`src/rtl/sid_pkg.sv`:
```
// Shared types, register offsets and address-map helpers for the SID register bank.
package sid_pkg;

  typedef struct packed {
    logic [15:0] freq;
    logic [11:0] pw;
    logic [7:0]  control;  // noise, pulse, saw, tri, test, ring, sync, gate
    logic [3:0]  atk;
    logic [3:0]  dcy;
    logic [3:0]  stn;
    logic [3:0]  rls;
  } voice_cfg_t;

  typedef struct packed {
    logic [10:0] fc;
    logic [3:0]  res;
    logic [3:0]  filt;
    logic        off3;
    logic        hp;
    logic        bp;
    logic        lp;
    logic [3:0]  vol;
  } filter_cfg_t;

  localparam int unsigned VOICE_REGS = 7;

  localparam int unsigned OFF_FREQ_LO = 0;
  localparam int unsigned OFF_FREQ_HI = 1;
  localparam int unsigned OFF_PW_LO   = 2;
  localparam int unsigned OFF_PW_HI   = 3;
  localparam int unsigned OFF_CTRL    = 4;
  localparam int unsigned OFF_AD      = 5;
  localparam int unsigned OFF_SR      = 6;

  localparam int unsigned OFF_FC_LO    = 0;
  localparam int unsigned OFF_FC_HI    = 1;
  localparam int unsigned OFF_RES_FILT = 2;
  localparam int unsigned OFF_MODE_VOL = 3;
  localparam int unsigned OFF_POTX     = 4;
  localparam int unsigned OFF_POTY     = 5;
  localparam int unsigned OFF_OSC3     = 6;
  localparam int unsigned OFF_ENV3     = 7;

  localparam int unsigned FILTER_REGS  = 8;
  localparam int unsigned CTRL_GATE    = 0;

  function automatic int unsigned fb_base(input int unsigned num_voices);
    return VOICE_REGS * num_voices;
  endfunction

endpackage

```
`src/rtl/sid_bus_latch.sv`:
```
// Data-bus latch with decay: holds the last bus value until enough chip-clock ticks pass.
module sid_bus_latch #(
  parameter int unsigned DECAY_TICKS = 2048
) (
  input  logic       clk,
  input  logic       reset,
  input  logic       clk_en,
  input  logic       load,
  input  logic [7:0] load_data,
  output logic [7:0] latch_q
);

  localparam int unsigned CNT_W = $clog2(DECAY_TICKS + 1);

  logic [CNT_W-1:0] cnt_q;

  // NOTE: non-blocking assignments so every register samples pre-edge values.
  always_ff @(posedge clk) begin
    if (reset) begin
      latch_q <= '0;
      cnt_q   <= '0;
    end else if (load) begin
      // A reload beats a decay tick arriving in the same cycle.
      latch_q <= load_data;
      cnt_q   <= CNT_W'(DECAY_TICKS);
    end else if (clk_en && cnt_q != '0) begin
      cnt_q <= cnt_q - CNT_W'(1);
      if (cnt_q == CNT_W'(1)) latch_q <= '0;
    end
  end

endmodule

```
`src/rtl/sid_regbank.sv`:
```
// SID-style register bank: address decode, voice/filter config registers, read mux, gate edges.
module sid_regbank
  import sid_pkg::*;
#(
  parameter int unsigned NUM_VOICES  = 3,
  parameter int unsigned ADDR_W      = 5,
  parameter int unsigned DECAY_TICKS = 2048
) (
  input  logic                           clk,
  input  logic                           reset,
  input  logic                           clk_en,
  input  logic [ADDR_W-1:0]              addr,
  input  logic [7:0]                     data_in,
  input  logic                           n_cs,
  input  logic                           rw,
  output logic [7:0]                     data_out,
  output logic                           data_oe,
  input  logic [7:0]                     pot_x,
  input  logic [7:0]                     pot_y,
  input  logic [NUM_VOICES-1:0][7:0]     osc_msb,
  input  logic [NUM_VOICES-1:0][7:0]     env_lvl,
  output voice_cfg_t [NUM_VOICES-1:0]    voice_cfg,
  output filter_cfg_t                    filt_cfg,
  output logic [NUM_VOICES-1:0]          gate_on,
  output logic [NUM_VOICES-1:0]          gate_off
);

  localparam int unsigned FB = fb_base(NUM_VOICES);

  if (NUM_VOICES < 1 || NUM_VOICES > 8) begin : g_bad_voices
    $error("sid_regbank: NUM_VOICES must be 1..8");
  end
  if (FB + FILTER_REGS > (1 << ADDR_W)) begin : g_bad_addr_w
    $error("sid_regbank: ADDR_W too small for the register map");
  end
  if (DECAY_TICKS < 2) begin : g_bad_decay
    $error("sid_regbank: DECAY_TICKS must be at least 2");
  end

  logic                   wr, rd;
  int unsigned            addr_i;
  int unsigned            reg_off;
  logic [NUM_VOICES-1:0]  voice_hit;
  logic                   filt_hit, ro_hit;
  logic [7:0]             ro_val;
  logic [7:0]             latch_q;
  logic [NUM_VOICES-1:0]  gate_cur, gate_prev_q;

  voice_cfg_t [NUM_VOICES-1:0] voice_q;
  filter_cfg_t                 filt_q;

  assign wr = ~n_cs & ~rw;
  assign rd = ~n_cs & rw;

  // NOTE: every always_comb output gets a default first so no latch is inferred.
  always_comb begin
    addr_i    = 32'(addr);
    reg_off   = 0;
    voice_hit = '0;
    filt_hit  = 1'b0;
    ro_hit    = 1'b0;
    for (int unsigned v = 0; v < NUM_VOICES; v++) begin
      if (addr_i >= VOICE_REGS * v && addr_i < VOICE_REGS * (v + 1)) begin
        voice_hit[v] = 1'b1;
        reg_off      = addr_i - VOICE_REGS * v;
      end
    end
    if (addr_i >= FB && addr_i < FB + FILTER_REGS) begin
      reg_off  = addr_i - FB;
      filt_hit = (reg_off < OFF_POTX);
      ro_hit   = (reg_off >= OFF_POTX);
    end
  end

  always_comb begin
    case (reg_off)
      OFF_POTX: ro_val = pot_x;
      OFF_POTY: ro_val = pot_y;
      OFF_OSC3: ro_val = osc_msb[NUM_VOICES-1];
      OFF_ENV3: ro_val = env_lvl[NUM_VOICES-1];
      default:  ro_val = 8'h00;
    endcase
  end

  // Only the last voice's oscillator/envelope are readable; the rest pass through unused.
  logic unused_inputs;
  assign unused_inputs = ^{osc_msb, env_lvl};

  always_ff @(posedge clk) begin
    if (reset) begin
      voice_q <= '0;
      filt_q  <= '0;
    end else if (wr) begin
      for (int unsigned v = 0; v < NUM_VOICES; v++) begin
        if (voice_hit[v]) begin
          case (reg_off)
            OFF_FREQ_LO: voice_q[v].freq[7:0]          <= data_in;
            OFF_FREQ_HI: voice_q[v].freq[15:8]         <= data_in;
            OFF_PW_LO:   voice_q[v].pw[7:0]            <= data_in;
            OFF_PW_HI:   voice_q[v].pw[11:8]           <= data_in[3:0];
            OFF_CTRL:    voice_q[v].control            <= data_in;
            OFF_AD:      {voice_q[v].atk, voice_q[v].dcy} <= data_in;
            OFF_SR:      {voice_q[v].stn, voice_q[v].rls} <= data_in;
            default:     ;
          endcase
        end
      end
      if (filt_hit) begin
        case (reg_off)
          OFF_FC_LO:    filt_q.fc[2:0]  <= data_in[2:0];
          OFF_FC_HI:    filt_q.fc[10:3] <= data_in;
          OFF_RES_FILT: {filt_q.res, filt_q.filt} <= data_in;
          OFF_MODE_VOL: {filt_q.off3, filt_q.hp, filt_q.bp, filt_q.lp, filt_q.vol} <= data_in;
          default:      ;
        endcase
      end
    end
  end

  always_comb begin
    gate_cur = '0;
    for (int unsigned v = 0; v < NUM_VOICES; v++) gate_cur[v] = voice_q[v].control[CTRL_GATE];
  end

  // Reset clears both the gate and its history, so a set gate never yields gate_off on reset.
  always_ff @(posedge clk) begin
    if (reset) begin
      gate_prev_q <= '0;
      gate_on     <= '0;
      gate_off    <= '0;
    end else begin
      gate_prev_q <= gate_cur;
      gate_on     <= gate_cur & ~gate_prev_q;
      gate_off    <= ~gate_cur & gate_prev_q;
    end
  end

  always_ff @(posedge clk) begin
    if (reset) begin
      data_out <= 8'h00;
      data_oe  <= 1'b0;
    end else begin
      data_oe <= rd;
      if (rd) data_out <= ro_hit ? ro_val : latch_q;
    end
  end

  sid_bus_latch #(
    .DECAY_TICKS (DECAY_TICKS)
  ) u_bus_latch (
    .clk       (clk),
    .reset     (reset),
    .clk_en    (clk_en),
    .load      (wr | (rd & ro_hit)),
    .load_data (wr ? data_in : ro_val),
    .latch_q   (latch_q)
  );

  assign voice_cfg = voice_q;
  assign filt_cfg  = filt_q;

endmodule

```
`config.mk`:
```
export PLATFORM = sky130hd
export DESIGN_NAME = sid_regbank
export DESIGN_NICKNAME = d
export VERILOG_FILES = /design/src/rtl/sid_pkg.sv /design/src/rtl/sid_bus_latch.sv /design/src/rtl/sid_regbank.sv
export SDC_FILE = /design/constraint.sdc
export NUM_CORES = 1
export LEC_CHECK = 0
export CELL_PAD_IN_SITES_DETAIL_PLACEMENT = 1
export CELL_PAD_IN_SITES_GLOBAL_PLACEMENT = 1
export CORE_ASPECT_RATIO = 1.1
export CORE_MARGIN = 2
export CORE_UTILIZATION = 36
export CTS_CLUSTER_DIAMETER = 150
export DETAILED_ROUTE_END_ITERATION = 8
export PLACE_DENSITY = 0.93
export SKIP_CTS_REPAIR_TIMING = 1
export SYNTH_ARGS = -nofsm -noshare
export SYNTH_HDL_FRONTEND = slang
export SYNTH_HIERARCHICAL = 1
export SYNTH_SLANG_ARGS = --single-unit
```
`constraint.sdc`:
```
create_clock -name clk -period 3.5 [get_ports clk]
set_input_delay 0.525 -clock clk [delete_from_list [all_inputs] [get_ports clk]]
set_output_delay 0.525 -clock clk [all_outputs]
set_load 0.02 [all_outputs]
```
# == Word level (Yosys, flattened, before mapping) ==
# Index checks and enable logic that the tools add are counted.
# classes
addsub,4
magnitude_cmp,9
eq_ne,8
muxes,17
bitwise_logic,10
n_reduce_logical,35
# op_table
op,n
32-bit by 3-bit == test with 1-bit output (second input constant),4
32-bit 2-to-1 mux,3
3-bit AND reduction,25
32-bit by 2-bit == test with 1-bit output (second input constant),2
8-bit 2-to-1 mux,5
32-bit by 1-bit == test with 1-bit output (second input constant),1
32-bit by 3-bit greater-or-equal comparator with 1-bit output (second input constant),1
32-bit zero test,1
32-bit by 3-bit < comparator with 1-bit output (second input constant),1
8-bit one-hot mux with 4 select lines,1
12-bit 2-to-1 mux,2
12-bit by 1-bit == test with 1-bit output (second input constant),1
12-bit nonzero test,1
12-bit by 1-bit subtractor with 12-bit output (second input constant),1
5-bit < comparator (second input constant),2
3-bit AND,2
3-bit inverter,2
5-bit by 3-bit subtractor with 6-bit output (second input constant),1
5-bit by 4-bit subtractor with 6-bit output (second input constant),1
5-bit by 5-bit subtractor with 6-bit output (second input constant),1
5-bit by 3-bit greater-or-equal comparator with 1-bit output (second input constant),1
5-bit by 4-bit greater-or-equal comparator with 1-bit output (second input constant),1
5-bit greater-or-equal comparator (second input constant),1
5-bit by 3-bit < comparator with 1-bit output (second input constant),1
10 further kinds,21
# totals
register_bits,221
inputBits,82
out_inout_bits,198
word_cells,127

# == Longest topological paths before layout ==
# Gate-level depths: netlist (run 1).
# logic_depth
depth_word,9
ltp_mapped,13
mapped_depth_nobuf,11

# == Hierarchy ==
# The synthesis (run 1) kept the hierarchy.
# modules_own_cells
module,instances,cells_per_inst,area_each_um2,seq_area_each_um2
sid_regbank,1,803,8281.7,4023.9
sid_bus_latch,1,99,930.9,400.4

# == Worst setup path after synthesis (run 1) ==
# OpenSTA, ideal clock, no wires.
# synth_timing
path_type,input port to flip-flop
from,in addr[0]
to,reg u_bus_latch.latch_q[0]
setup_ns,0.066
arrival_ns,2.804
path_slack_ns,0.630
path_stages,11
n_path_buf,1
path_cell_list,inv_1 -> ha_1 -> and2b_1 -> o22ai_4 -> a21oi_2 -> a22oi_4 -> buf_4 -> mux2_2 -> o41ai_1 -> a22oi_1 -> nor2_1
# synth_via
elab_chain_cells,9
elab_cells_between_ends,31
cone_classes,add/sub: 3; order compare: 8; eq/ne: 4; mux: 8; bitwise: 2; reduce/logical: 6
# synth_rtl
item,line_no,text
"start, declared",sid_regbank.sv:12,"input logic [ADDR_W-1:0] addr,"
branches (longest 9 deep; another with 32-bit by 3-bit greater-or-equal comparator with 1-bit output),n/a,
"end signal, assigned",sid_bus_latch.sv:24,latch_q <= load_data;
"end, declared",sid_bus_latch.sv:10,output logic [7:0] latch_q
# Several ways; the timed one is not identified.
# A chain may end at the register's enable or synchronous reset.

# == Final worst setup path (run 1) ==
# layout_timing
from,in addr[1]
to,reg voice_q (netlist bit voice_cfg[15])
# layout_via
elab_chain_cells,7
elab_cells_between_ends,20
cone_classes,add/sub: 3; order compare: 7; eq/ne: 1; mux: 5; reduce/logical: 4
# layout_rtl
item,line_no,text
"5-bit by 3-bit < comparator with 1-bit output, or another cell as far along",sid_regbank.sv:63,if (addr_i >= VOICE_REGS * v && addr_i < VOICE_REGS * (v + 1)) begin
5-bit 2-to-1 mux / 1-bit logical AND (equally long branches),sid_regbank.sv:63,
32-bit 2-to-1 mux (2 in series),sid_regbank.sv:63,
32-bit 2-to-1 mux,sid_regbank.sv:68,if (addr_i >= FB && addr_i < FB + FILTER_REGS) begin
32-bit by 3-bit == test with 1-bit output,sid_regbank.sv:96,case (reg_off)
3-bit AND reduction (no source line) *,n/a,
"end, declared",sid_regbank.sv:49,voice_cfg_t [NUM_VOICES-1:0] voice_q;
# Every way passes the cells marked *; elsewhere a longest branch is shown, timed or not.

==> results of run 1 <==
## metal layers
metal | up-vias | track usage | wire [µm]
li1 | 3742 | - | -
met1 | 3986 | 0.257 | 12700
met2 | 266 | 0.433 | 16300
met3 | 67 | 0.0660 | 2340
met4 | 0 | 0.0941 | 1310
met5 | - | 0 | 0
## sequential cells by signal (all words and copies together) (netlist names)
signal	cells
data_out	8
data_oe	1
u_bus_latch/latch_q	8
gate_prev_q	3
gate_on	3
voice_cfg	156
filt_cfg	27
gate_off	3
u_bus_latch/cnt_q	12
## per-stage QoR
step	total power, W	worst slack, ns	hold WS (ns)
floorplan	0.00349	0.630	0.383
global placement	0.00379	0.0320	0.389
detailed placement	0.00386	-0.140	0.404
CTS	0.00641	0.364	0.440
global route	0.00662	0.243	0.433
finish	0.00636	0.379	0.432
## worst min-delay path by stage
| stage | endpoint |
|---|---|
| floorplan | gate_on[1] |
| global placement | gate_on[2] |
| detailed placement | gate_on[0] |
| CTS | gate_on[0] |
| global route | gate_on[0] |
| finish | gate_on[0] |
## cell usage in the layout (no fill, tap or decap), drive strengths merged, types with 9 or more instances in the layout
cell type      instances
a21oi                 13
buf                   65
ha                     9
nand4                 10
a22oi                 17
nand2b                32
nor4                  14
o41ai                  9
inv                    9
o21ai                 76
nand3b                60
clkdlybuf4s50        246
mux2                   9
mux2i                141
clkbuf                35
nand2                 20
nor2                 127
dfxtp                221
## kinds of logic (layout without fill, tap and decap cells)
group,after synthesis,count (layout),share of synthesized area
simple gates,305,305,0.198
fa+ha+maj,9,9,0.0122
xor+xnor,4,4,0.00380
flops,221,221,0.480
compound gates,144,144,0.105
buf+inv,69,362,0.0341
mux,150,150,0.166
## power by group through the flow
stage               sequential (W)  combinational (W)  clock [W]
CTS                        0.00270            0.00111    0.00260
floorplan                  0.00274           0.000747          0
detailed placement         0.00276            0.00110          0
finish                     0.00270            0.00111    0.00255
global route               0.00272            0.00120    0.00270
global placement           0.00274            0.00105          0
## worst max-delay path, stage by stage
cell and delay, ns:
clkdlybuf4s50_1 0.50, buf_4 0.19, ha_1 0.22, o21ai_1 0.13, o22ai_4 0.25, o21ai_1 0.12, a21o_2 0.42, buf_4 0.30
nor4_4 0.34, buf_12 0.19, mux2i_1 0.23, nor2_1 0.09
## synth_stat cells, drive strengths merged, types with 4 or more instances
cell type / instances
clkbuf: 42
o31ai: 7
mux2i: 141
buf: 18
nor3: 5
nor3b: 5
dfxtp: 221
ha: 9
nand2b: 32
nor2b: 5
and2: 4
o21ai: 76
or3: 4
nand4: 10
nand2: 20
a21oi: 13
nor4: 14
o41ai: 9
mux2: 9
a22oi: 17
nand3: 4
inv: 9
or4: 5
nand3b: 60
nor2: 127
## cell type report
class | count | area, µm²
clock buffers | 35 | 682
clock inverters | 7 | 103
fillers | 2703 | 12000
inverters | 9 | 33.8
multi-input cells | 612 | 4480
flip-flops and latches | 221 | 4420
well taps | 315 | 394
repair buffers | 311 | 3110
==> results.md, run 1 <==
* Initial antenna violation count at 0
* Clock skew at 0.00430 ns
* Ratio of cells with drive above 1 in the final layout at 0.119
* Hold Crit Depth at 1
* Largest area contributor in the netlist: dfxtp_1
* Synthesized area at approximately 0.009 mm²
* 1st-pass router iterations at 4
* N_diodes at 0
* Min-delay src: gate_prev_q[0]
* Post-synthesis register bit count at ~220
* CTS max path bufs at 3
* Syn Area/Cell at 10.2 µm²
* Gr usage total at 0.237
* Slew @ Worst Pin at about 0.83 ns
* Fin area at approximately 0.013 mm²
* Synth Net Count at just under 1,000
* Worst skew pair latency at between 0.5 and 0.6 ns
* Path type of the worst setup path: primary input to flop
* EDFF count, synth at 0
* Number of max-cap violations at 0
* Leakage power at ~5 nW
* Number of buffers created by CTS at 24
* Die area at between 0.02 and 0.03 mm²
* Post-Syn Instances at approximately 900
* Routed vias at about 8,100
* Vias/cell at ~5.3
* Row count at 61
* Final worst-path cycle share at 0.892
* Reg2Reg Setup Slack at about 1.5 ns
* Final TNS setup at 0 ns
* Worst setup path end: voice_cfg[15]
* Final min period at between 3 and 4 ns
* CP startpoint kind: primary input
* Final Util at 0.525
* Initial Util at 0.366
* CP startpoint: addr[1]
* Final Hold Fails at 0
* Post-Layout Cell Count at around 1,500
* Grt total ovfl at 0
* Wire per inst at about 22 µm
* Vias in the first global route at about 9,000
* Clock-pin slew on the worst setup and hold paths at around 0.060 ns
* Post-DP HPWL at 22.9 mm
* # DRC at 0
* Clk pwr share at 0.401
* Dpl cells at 1,468
* CP arrival at 3.51 ns
* Synth top area cells: dfxtp_1 (48%), mux2i_1 (15%), nor2_1 (5.2%)
* Cell Int Power at between 0.004 and 0.005 W
* Pwr Density at 481 mW/mm²
* Reg power frac at 0.425
* Worst setup EP type: flop
* Slew HR at 0.441
* Top-area cell type share of the netlist area at 0.480
* Horiz. Die Dim at between 150 and 200 µm
* Worst r2r dst: u_bus_latch/latch_q[2]
* CTS tree: built
* Part of the Yosys area used for sequential elements at 0.480
* Combinational group share of total power at 0.174
* NumNets Final at approximately 1,300
* RSZ-0062 raised after global routing: false
* Worst vdd ir at around 0.00033 V
* Placed instance area at 0.0124 mm²
* Synth-to-Final Area Change at 43.6%
* Critical Path RT at a little under 4 ns
* Pin count of the biggest net entering global routing at 88
* Final setup violation count at 0
* Root buf cell: clkbuf_16
* R2r worst-path depth at 6
* Die H at between 150 and 200 µm
* Net switching power at 0.00180 W
* Yosys warns at 6
* Worst Hold Class: flop to flop
* Final antenna-violating net count at 0
* Pins over their slew limit at 0
* GPL Wtd Cong at around 0.81
* Initial DRC count at 257
* Fmax at 320 MHz
* Global-route wire length before repair at just under 50 mm
* CTS sink count at 221
* Core area at ~0.025 mm²
* Crit-path max FO at 17
* Outcome: finished clean
* PortBufs at between 200 and 250
* Unique masters post-synth at 67
* Synth async-reset ratio at 0
* Switch share at 0.284
* Worst flop-to-flop path startpoint: u_bus_latch/cnt_q[0]
* DRT Wirelength at 32.7 mm
* H-tree depth at 1
* IO Count at 280
* Main synth FF type: dfxtp_1
Power figures use the tool's default switching activity.
==> run 2, diff against run 1 <==
--- a/config.mk
+++ b/config.mk
@@ -9,10 +9,12 @@
 export CELL_PAD_IN_SITES_GLOBAL_PLACEMENT = 1
 export CORE_ASPECT_RATIO = 1.1
 export CORE_MARGIN = 2
-export CORE_UTILIZATION = 36
+export CORE_UTILIZATION = 48
 export CTS_CLUSTER_DIAMETER = 150
 export DETAILED_ROUTE_END_ITERATION = 8
-export PLACE_DENSITY = 0.93
+export DONT_BUFFER_PORTS = 1
+export HOLD_SLACK_MARGIN = 0.08
+export PLACE_DENSITY_LB_ADDON = 0.1
 export SKIP_CTS_REPAIR_TIMING = 1
 export SYNTH_ARGS = -nofsm -noshare
 export SYNTH_HDL_FRONTEND = slang
==> run 2 against run 1 <==
Effect of this change:
- first-iteration DRC count increased by 1.6%
- sequential power about the same
- via count decreased by 16%
==> results.md, run 2 (synthesis results as in run 1) <==
* Outcome: finished clean
* Final antenna-violating net count at 0
* Crit-path max FO at 16
* Fmax at 379 MHz
* Pwr Density at ~600 mW/mm²
* GPL Wtd Cong at 0.856
* M2 GR Usage at 0.447
* Final min period at around 2.6 ns
* Slew @ Worst Pin at 0.766 ns
* CP arrival at approximately 3.1 ns
* Vias/cell at roughly 5.9
* Grt met1 use at 0.277
* Worst r2r dst: u_bus_latch/cnt_q[7]
* Initial DRC count at about 260
* Clock skew at ~0.0028 ns
* CTS tree: built
* Final TNS setup at 0 ns
* Critical Path RT at 3.94 ns
* Worst vdd ir at roughly 0.00039 V
* Vias in the first global route at between 7,000 and 8,000
* Post-DP HPWL at 18.0 mm
* Grt total ovfl at 0
* Die area at slightly above 0.02 mm²
* Clock-pin slew on the worst setup and hold paths at 0.06 ns
* Global-route wire length before repair at around 40 mm
* Final worst-path cycle share at 0.753
* CTS sink count at ~220
* Routed vias at a little under 7,000
* Gr usage total at 0.250
* Initial Util at 0.486
* Final Util at 0.537
* Reg2Reg Setup Slack at 1.54 ns
* Final Hold Fails at 0
* Slew HR at 0.489
* Number of buffers created by CTS at 23
* Number of max-cap violations at 0
* Worst setup EP type: flop
* Gr busiest metal: met2
* Worst skew pair latency at roughly 0.50 ns
* Global routing usage on met3 at 0.0900
* Wire per inst at about 23 µm
* Ratio of cells with drive above 1 in the final layout at 0.108
* Root buf cell: clkbuf_16
* DRT Wirelength at 26.4 mm
* CP startpoint kind: primary input
* IO Count at 280
* PortBufs at 0
* Final setup violation count at 0
* CTS max path bufs at 3
* Pin count of the biggest net entering global routing at between 200 and 250
* Worst Hold Path EP: voice_cfg[114]
* N_diodes at 0
* Path type of the worst setup path: primary input to flop
* Commonest non-fill, non-tap cell in the layout: dfxtp_1
* Core area at about 0.019 mm²
* Worst flop-to-flop path startpoint: u_bus_latch/cnt_q[1]
* Worst Hold Class: primary input to flop
* R2r worst-path depth at 6
* Row count at 53
* NumNets Final at approximately 980
* Initial antenna violation count at 0
* Hold Crit Depth at 1
* Largest register FFs at 156
* RSZ-0062 raised after global routing: false
* Pins over their slew limit at 0
* # DRC at 0
* Synth-to-Final Area Change at 10.6%
* Min-delay src: reset
* Horiz. Die Dim at 136 µm
* Leakage power at 3.85 nW
* 1st-pass router iterations at 4
* H-tree depth at 1
* Die H at around 150 µm
* Most frequent cells in the layout: dfxtp_1 (221), mux2i_1 (140), nor2_1 (127)
## run 2: cell count changes in the layout (fill, tap and decap cells not counted), moves of 3 or more
cell,before,now
buf_12,13,0
buf_4,52,23
clkbuf_8,4,7
clkdlybuf4s50_1,246,0
## run 2: how the worst max path moves through the flow
stage | slack, ns | cells after the start | from | to
after global routing | 0.59 | 7 | addr[0] | voice_cfg[58]
after global placement | 0.53 | 7 | addr[0] | voice_cfg[52]
after CTS | 0.90 | 12 | addr[1] | u_bus_latch/latch_q[0]
after detailed placement | 0.38 | 12 | addr[1] | u_bus_latch/latch_q[7]
after floorplan | 0.63 | 11 | addr[0] | u_bus_latch/latch_q[0]
final | 0.86 | 12 | addr[1] | u_bus_latch/latch_q[0]
## run 2: power by group
part / internal, W / switching (W)
Combinational: 0.000356 / 0.000512
Sequential: 0.00260 / 0.000119
Clock: 0.00151 / 0.000967
## run 2: final cells by class
cell class / instances / area, µm²
inverters: 9 / 33.8
flip-flops and latches: 221 / 4420
clock buffers: 36 / 694
clock inverters: 4 / 85.1
well taps: 247 / 309
fillers: 2118 / 8770
repair buffers: 23 / 173
multi-input cells: 612 / 4470
## run 2: worst max-delay path, stage by stage
cell	delay [ns]
inv_1	0.08
ha_1	0.27
and2b_1	0.27
o22ai_4	0.16
nor3_1	0.34
a21o_1	0.16
buf_4	0.28
mux2i_1	0.11
mux2_2	0.28
o41ai_1	0.31
a22oi_1	0.16
nor2_1	0.11
## run 2: per-stage QoR
| stage | cells | hold slack [ns] | total power (W) | setup WS, ns | instance area (µm²) |
|---|---|---|---|---|---|
| 6_report | 1152 | 0.130 | 0.00606 | 0.864 | 10200 |
| 3_5_place_dp | 1112 | 0.399 | 0.00364 | 0.379 | 9410 |
| 4_1_cts | 1152 | 0.0809 | 0.00612 | 0.902 | 10200 |
| 3_3_place_gp | 1112 | 0.390 | 0.00359 | 0.530 | 9410 |
| 2_1_floorplan | 902 | 0.383 | 0.00349 | 0.630 | 9210 |
| 5_1_grt | 1152 | 0.110 | 0.00631 | 0.589 | 10200 |
## run 2: layer usage
layer,part of all wire,up-vias
met5,0,-
met3,0.098,41
met2,0.51,221
met4,0.021,0
li1,-,3180
met1,0.38,3343
